===== src/rtl/ins_fetch.sv =====
// ins_fetch: instruction fetch/issue stage feeding the cpu top.
// A host fills a small program buffer over a valid/ready load port; after
// start, the word at the cpu's pc is driven on ins_out with a one-cycle
// cpu_set strobe, then the stage waits for pc to move before issuing again.
// Ports: clk, rst (sync, active-low); load_valid/load_ready/load_data/
// load_last (host load); start, pc (control/cpu pc); ins_out, cpu_set
// (to cpu); busy, done, load_err, timeout (status).
// Optional: define INS_FETCH_TIMEOUT_EN to enable the WAIT-state watchdog.
module ins_fetch #(
  parameter int INS_WIDTH = 32,
  parameter int DEPTH     = 16,
  parameter int PC_WIDTH  = 8,
  parameter int TIMEOUT   = 64
) (
  input  logic                 clk,
  input  logic                 rst,
  input  logic                 load_valid,
  output logic                 load_ready,
  input  logic [INS_WIDTH-1:0] load_data,
  input  logic                 load_last,
  input  logic                 start,
  input  logic [PC_WIDTH-1:0]  pc,
  output logic [INS_WIDTH-1:0] ins_out,
  output logic                 cpu_set,
  output logic                 busy,
  output logic                 done,
  output logic                 load_err,
  output logic                 timeout
);

  localparam int AW = (DEPTH > 1) ? $clog2(DEPTH) : 1;
  localparam int CW = AW + 1;

  if (DEPTH < 2 || DEPTH > 256 || TIMEOUT < 2) begin : g_bad_param
    $error("ins_fetch: unsupported DEPTH/TIMEOUT");
  end

  typedef enum logic [1:0] {
    S_IDLE,
    S_ISSUE,
    S_WAIT,
    S_DONE
  } state_e;

  state_e                state_q, state_d;
  logic [AW-1:0]         wr_ptr_q, wr_ptr_d;
  logic [CW-1:0]         count_q, count_d;
  logic                  closed_q, closed_d;
  logic [PC_WIDTH-1:0]   last_pc_q, last_pc_d;
  logic [INS_WIDTH-1:0]  ins_q, ins_d;
  logic                  cpu_set_q, cpu_set_d;
  logic                  load_err_q, load_err_d;
  logic [INS_WIDTH-1:0]  mem_q [DEPTH];

  logic                  load_fire;
  logic                  pc_in_prog;
  logic [AW-1:0]         rd_addr;

`ifdef INS_FETCH_TIMEOUT_EN
  localparam int TW = $clog2(TIMEOUT + 1);
  logic [TW-1:0]         tmo_cnt_q, tmo_cnt_d;
  logic                  timeout_q, timeout_d;
`endif

  assign load_ready = (state_q == S_IDLE) && !closed_q;
  assign load_fire  = load_valid && load_ready;
  // Compare at a common width so any PC_WIDTH works against count.
  assign pc_in_prog = 32'(pc) < 32'(count_q);
  assign rd_addr    = AW'(pc);

  assign ins_out  = ins_q;
  assign cpu_set  = cpu_set_q;
  assign busy     = (state_q == S_ISSUE) || (state_q == S_WAIT);
  assign done     = (state_q == S_DONE);
  assign load_err = load_err_q;

  always_comb begin
    state_d    = state_q;
    wr_ptr_d   = wr_ptr_q;
    count_d    = count_q;
    closed_d   = closed_q;
    last_pc_d  = last_pc_q;
    ins_d      = ins_q;
    cpu_set_d  = 1'b0;
    load_err_d = load_err_q;
`ifdef INS_FETCH_TIMEOUT_EN
    tmo_cnt_d  = tmo_cnt_q;
    timeout_d  = timeout_q;
`endif
    if (load_valid && closed_q) begin
      load_err_d = 1'b1;
    end
    unique case (state_q)
      S_IDLE: begin
        if (load_fire) begin
          wr_ptr_d = wr_ptr_q + AW'(1);
          if (load_last || wr_ptr_q == AW'(DEPTH - 1)) begin
            closed_d = 1'b1;
            count_d  = CW'(wr_ptr_q) + CW'(1);
          end
        end
        // Uses the registered closed flag: a start that arrives with the
        // closing word waits one cycle.
        if (start && closed_q) begin
          state_d = S_ISSUE;
        end
      end
      S_ISSUE: begin
        if (pc_in_prog) begin
          ins_d     = mem_q[rd_addr];
          cpu_set_d = 1'b1;
          last_pc_d = pc;
          state_d   = S_WAIT;
`ifdef INS_FETCH_TIMEOUT_EN
          tmo_cnt_d = '0;
`endif
        end else begin
          state_d = S_DONE;
        end
      end
      S_WAIT: begin
        if (pc != last_pc_q) begin
          state_d = pc_in_prog ? S_ISSUE : S_DONE;
        end else begin
`ifdef INS_FETCH_TIMEOUT_EN
          // Stalled cpu: re-strobe the held instruction.
          if (tmo_cnt_q == TW'(TIMEOUT - 1)) begin
            tmo_cnt_d = '0;
            cpu_set_d = 1'b1;
            timeout_d = 1'b1;
          end else begin
            tmo_cnt_d = tmo_cnt_q + TW'(1);
          end
`endif
        end
      end
      S_DONE: begin
      end
    endcase
  end

  always_ff @(posedge clk) begin
    if (!rst) begin
      state_q    <= S_IDLE;
      wr_ptr_q   <= '0;
      count_q    <= '0;
      closed_q   <= 1'b0;
      last_pc_q  <= '0;
      ins_q      <= '0;
      cpu_set_q  <= 1'b0;
      load_err_q <= 1'b0;
    end else begin
      state_q    <= state_d;
      wr_ptr_q   <= wr_ptr_d;
      count_q    <= count_d;
      closed_q   <= closed_d;
      last_pc_q  <= last_pc_d;
      ins_q      <= ins_d;
      cpu_set_q  <= cpu_set_d;
      load_err_q <= load_err_d;
    end
  end

  always_ff @(posedge clk) begin
    if (rst && load_fire) begin
      mem_q[wr_ptr_q] <= load_data;
    end
  end

`ifdef INS_FETCH_TIMEOUT_EN
  always_ff @(posedge clk) begin
    if (!rst) begin
      tmo_cnt_q <= '0;
      timeout_q <= 1'b0;
    end else begin
      tmo_cnt_q <= tmo_cnt_d;
      timeout_q <= timeout_d;
    end
  end

  assign timeout = timeout_q;
`else
  assign timeout = 1'b0;
`endif

endmodule


===== config.mk =====
export PLATFORM = sky130hd
export DESIGN_NAME = ins_fetch
export DESIGN_NICKNAME = d
export VERILOG_FILES = /design/src/rtl/ins_fetch.sv
export SDC_FILE = /design/constraint.sdc
export NUM_CORES = 1
export LEC_CHECK = 0
export ABC_AREA = 0
export BUFFER_PORTS_ARGS = -buffer_cell sky130_fd_sc_hd__buf_2
export CORE_UTILIZATION = 61
export DETAILED_ROUTE_END_ITERATION = 7
export PLACE_DENSITY_LB_ADDON = 0.2
export SYNTH_ARGS = -nofsm -noshare
export SYNTH_HDL_FRONTEND = slang
export SYNTH_SLANG_ARGS = --single-unit

===== constraint.sdc =====
create_clock -name clk -period 5.2 [get_ports clk]
set_input_delay 0.78 -clock clk [delete_from_list [all_inputs] [get_ports clk]]
set_output_delay 0.78 -clock clk [all_outputs]
set_load 0.01 [all_outputs]

# Yosys cells after proc, flatten, opt, wreduce, memory -nomap -nowiden
# Memories as Yosys holds them, arrays and structs flattened. A register that Yosys moved wholly into a read port is not among the register bits.
# Index checks and enable logic that the tools add are counted.
dict set report op_classes {
  n_addsub 2
  order_cmp 1
  n_eq_ne 7
  mux 8
  n_reduce_logical 16
}
# op n
set ops {}
lappend ops {{$lt A8 B5 Y1} 1}
lappend ops {{$ne A8 B8 Y1} 1}
lappend ops {{$mux W2} 3}
lappend ops {{$pmux W2 S3} 1}
lappend ops {{$reduce_and A2 Y1} 3}
lappend ops {{$reduce_and A3 Y1} 2}
lappend ops {{$add A4 B1 Y5 const B} 1}
lappend ops {{$logic_and A1 B1 Y1} 5}
lappend ops {{$add A4 B1 Y4 const B} 1}
lappend ops {{$eq A2 B2 Y1 const B} 2}
lappend ops {{$eq A4 B4 Y1 const B} 1}
lappend ops {{$mux W1} 4}
lappend ops {{$ne A2 B1 Y1 const B} 2}
lappend ops {{$reduce_bool A3 Y1} 1}
lappend ops {{$eq A2 B1 Y1 const B} 1}
lappend ops {{$logic_not A1 Y1} 2}
lappend ops {{$logic_not A2 Y1} 1}
lappend ops {{$logic_or A1 B1 Y1} 2}
dict set report word_totals {
  regBits 22
  ram_bits 512
  output_inout_bits 38
  wordCells 42
  n_memories 1
}
# memory words width rd rd_clocked_by_memory_dff wr line
set mem_list {}
lappend mem_list {mem_q 16 32 1 1 1 53} ;# logic [INS_WIDTH-1:0] mem_q [DEPTH];

# Depth between registers and ports, before layout
dict set report logic_depth {
  depth_word 6
  mapped_depth 9
  depth_no_buf 7
}

# Least setup slack after synthesis
# Ideal clock, no wire load.
dict set report synth_path {
  path_kind {register to register}
  start {register state_q[0]}
  end {memory mem_q[3][0] (enable)}
  setup_time_ns 0.461
  arrival_ns 3.474
  required_time_ns 4.739
  slack_ns 1.265
  stages_incl_launch_ff 7
  n_path_buf 0
  synth_period_minus_slack_ns 3.935
  path_cell_list {dfxtp_1 -> inv_1 -> ha_1 -> nor2b_1 -> and3_1 -> nand2_1 -> nor3_1}
}
dict set report synth_via {
  elab_chain_len 6
}
# element line
set synth_rtl {}
lappend synth_rtl {{start: declaration} 45} ;# state_e state_q, state_d;
lappend synth_rtl {{start signal: assignment} 153} ;# state_q <= state_d;
lappend synth_rtl {{$logic_not A2 Y1} 65} ;# assign load_ready = (state_q == S_IDLE) && !closed_q;
lappend synth_rtl {{$logic_and A1 B1 Y1} 65}
lappend synth_rtl {{named net load_ready} 18} ;# output logic load_ready,
lappend synth_rtl {{$logic_and A1 B1 Y1} 66} ;# assign load_fire = load_valid && load_ready;
lappend synth_rtl {{$logic_and A1 B1 Y1} 165} ;# if (rst && load_fire) begin
lappend synth_rtl {{$mux W1} 165}
lappend synth_rtl {{$mux W1 (not written as such)} 166} ;# mem_q[wr_ptr_q] <= load_data;
lappend synth_rtl {{end: declaration} 53}
# The timed path passes the listed nets, and every way through them passes these cells.

# Worst setup path after layout
dict set report layout_path {
  start {register state_q[0]}
  end {memory mem_q[0][26] (enable)}
}
dict set report layout_via {
  elab_chain_len 6
}
# element line
set layout_rtl {}
lappend layout_rtl {{$logic_not A2 Y1} 65}
lappend layout_rtl {{$logic_and A1 B1 Y1} 65}
lappend layout_rtl {{$logic_and A1 B1 Y1} 66}
lappend layout_rtl {{$logic_and A1 B1 Y1} 165}
lappend layout_rtl {{$mux W1} 165}
lappend layout_rtl {{$mux W1 (not written as such)} 166}
# Every way passes these cells.

==> results.py <==
metrics = {
    "run_status": {
        "run_status": "finished clean",
    },
    "synth": {
        "synth.net_count": 1069,
        "netlist-cell-type-count": 43,
        "syn_inst": 1012,
        "ys.flop_type": "edfxtp_1",
        "ys_seq_area_share_pct": 76.54,
        "synth-seq-cells": 566,
        "synth_warnings": 0,
        "async_flop_share_pct": 0,
        "yosysTopAreaCell": "edfxtp_1",
        "postSynthAreaPerCell_um2": 21.25,
        "synth_edf_count": 512,
        "synth_area_um2": 21500,
        "synth_area_leaders": "edfxtp_1 72%, mux4_2 13%, dfxtp_1 5.0%, mux2i_1 1.8%, a22o_1 1.3%",
        "yosysTopAreaCellShare_pct": 71.51,
    },
    "worst_setup_path": {
        "startpoint_type": "flip-flop",
        "arrival_ns": 3.46,
        "crit_family": "simple AND/OR/NAND/NOR gates",
        "slowest_delay_ns": 0.92,
        "cp_max_fo": 14,
        "cp_slowest_cell": "nor3_2",
        "crit_type": "flip-flop to flip-flop",
        "cp-end-kind": "flip-flop",
        "path_cells": "inv_1, ha_1, nor2b_1, and3_1, nand2_1, nor3_2, buf_4",
        "crit_required_ns": 5.44,
        "path_buf_inv": 2,
    },
    "clock_network": {
        "ctsResizeCount": 0,
        "path_clk_slew_ns": 0.06,
        "cts_max_path_buffers": 3,
        "cts_root_buf": "clkbuf_16",
        "hold_buffers": 0,
        "cts_tree": "yes",
        "clock-sinks": 566,
        "numCtsBuffers": 55,
        "htree_levels": 2,
        "postCtsSetupBuffers": 0,
        "insertion_delay_ns": 0.59,
    },
    "sta": {
        "tns_ns": 0,
        "rsz0062_at_grt": "no",
        "tightest_slew_ns": 1.139,
        "hold_violations": 0,
        "finalCritPeriodShare_pct": 61.82,
        "drv_slew": 0,
        "max_slew_margin_pct": 23.63,
        "max_freq_mhz": 311.1,
        "min_period_ns": 3.215,
        "clock_skew_ns": 0.02138,
        "setup_violations": 0,
        "hold_slack_ns": 0.4703,
    },
    "placement": {
        "globalplace.congestion": 0.7504,
        "port_buffers": 81,
        "dp_hpwl_mm": 23.00,
    },
    "power_and_ir_drop": {
        "p_switching_mw": 1.916,
        "pwr_density_cell_nw_per_um2": 389.2,
        "intPower_mw": 7.554,
        "p_seq_share_pct": 53.2,
        "peakVddDrop_mv": 0.3131,
        "pwr-share-clk_pct": 41.9,
        "power.leakage_nw": 7.988,
        "comb_power_share_pct": 4.9,
        "p_sw_share_pct": 20.24,
    },
    "finish": {
        "multi_input_area_um2": 4816,
        "num-fill-cells": 2077,
        "final_common_cell": "edfxtp_1",
        "area_growth_pct": 13.17,
        "drive_gt1_share_pct": 28.41,
        "seq_area_um2": 16460,
        "final_cell_mix": "512 x edfxtp_1, 128 x mux4_2, 78 x buf_2",
        "fin_nets": 1175,
    },
    "run": {
        "drv_cap": 0,
    },
    "detailed_routing": {
        "ant_nets": 0,
        "wl_per_cell_um": 26.99,
        "remaining_drc_errors": 0,
        "routed_wl_mm": 43.76,
        "drt_iter0_drc": 1053,
        "via_per_inst": 6.300,
        "vias": 10210,
        "firstDrtPassIters": 5,
    },
    "floorplanning": {
        "core-area_um2": 34630,
        "die_area_um2": 36000,
        "die_h_um": 189.7,
        "rows": 68,
        "ios": 83,
        "initial_core_util_pct": 62.09,
        "die_w_um": 189.7,
    },
    "global_route": {
        "grt_pass1_wl_mm": 65.74,
        "grt_overflow": 0,
        "antenna_found_initial": 1,
        "grt_start_max_net_pins": 89,
        "grt.total_usage_pct": 25.46,
        "grt_pass1_vias": 10490,
    },
    "hold_path": {
        "min_path_type": "flip-flop to flip-flop",
    },
}
power groups by stage:
stage          Combinational [mW]  Sequential, mW  Clock [mW]
6_report                    0.465            5.03        3.97
5_1_grt                     0.507            5.04        4.20
4_1_cts                     0.469            5.03        4.02
3_5_place_dp                0.467            5.13           0
3_3_place_gp                0.459            5.13           0
2_1_floorplan               0.302            5.13           0
kinds of logic (layout without fill, tap and decap cells):
group | after synthesis | in the layout | share of synthesized area [%]
compound gates | 116 | 116 | 3.759
fa+ha+maj | 12 | 12 | 0.6983
simple gates | 71 | 71 | 1.717
mux | 166 | 166 | 15.18
flops | 566 | 566 | 76.54
other cells | 1 | 2 | 0.01744
buf+inv | 68 | 221 | 1.606
xor+xnor | 12 | 12 | 0.4888
worst paths after layout:
kind	startpoint	endpoint	slack, ns	cells past startpoint
worst max-delay path	state_q[0]	mem_q[0][26]	1.99	7
worst min register to register	ins_out[1]	ins_out[1]	0.47	1
worst max register to register	state_q[0]	mem_q[0][26]	1.99	7
worst min-delay path	ins_out[1]	ins_out[1]	0.47	1
metrics by stage:
stage	cells	cell area [µm²]	utilization (%)	power, mW	setup WS (ns)
final	1621	24330	70.27	9.470	1.985
after global routing	1621	24330	70.27	9.745	1.793
after CTS	1620	24330	70.26	9.519	1.977
after global placement	1516	22510	64.99	5.585	1.780
after detailed placement	1516	22510	64.99	5.596	1.767
after floorplan	1012	21500	-	5.431	1.265
worst register-to-register path, delay by kind of cell (launching register included):
kind                     cells  cell delay (ns)
flip-flops                   1             0.32
buffers and inverters        2             0.58
adder cells (fa/ha/maj)      1             0.19
AND/OR/NAND/NOR              4             1.79
state kept, by name, summed over array words and instances (netlist names):
register	flops
last_pc_q	8
mem_q	512
closed_q	1
wr_ptr_q	4
count_q	5
load_err	1
cpu_set	1
state_q	2
ins_out	32
synth_stat cells, types with 2 or more instances:
| cell type | instances |
|---|---|
| edfxtp_1 | 512 |
| mux2i_1 | 38 |
| a22o_1 | 32 |
| inv_1 | 10 |
| ha_1 | 12 |
| xnor2_1 | 10 |
| o211a_1 | 3 |
| o21a_1 | 2 |
| nor3_1 | 4 |
| buf_2 | 21 |
| nand2_1 | 15 |
| nand2b_1 | 3 |
| buf_4 | 3 |
| a21oi_1 | 36 |
| dfxtp_1 | 54 |
| nand3_1 | 5 |
| mux4_2 | 128 |
| a211oi_1 | 9 |
| o22ai_1 | 24 |
| and2_1 | 6 |
| clkbuf_1 | 23 |
| buf_6 | 7 |
| a21boi_0 | 2 |
| nor2_1 | 14 |
| nor2b_1 | 17 |
| xor2_1 | 2 |
| buf_1 | 4 |
area by class of cell:
class / count / share of cell area (%)
diodes: 1 / 0.01028
clock buffers: 75 / 6.299
clock inverters: 29 / 1.203
inverters: 10 / 0.1543
multi-input cells: 378 / 19.79
flip-flops and latches: 566 / 67.63
well taps: 455 / 2.340
repair buffers: 107 / 2.576
layer usage:
layer | share of wire (%) | global-route usage, % | wire length [µm]
met5 | 0 | 0 | 0
met4 | 2.8 | 8.747 | 1209
met3 | 6.3 | 4.372 | 2736
met2 | 49 | 41.15 | 21380
met1 | 42 | 35.75 | 18430
No activity file was read; power rests on OpenSTA's default activity.
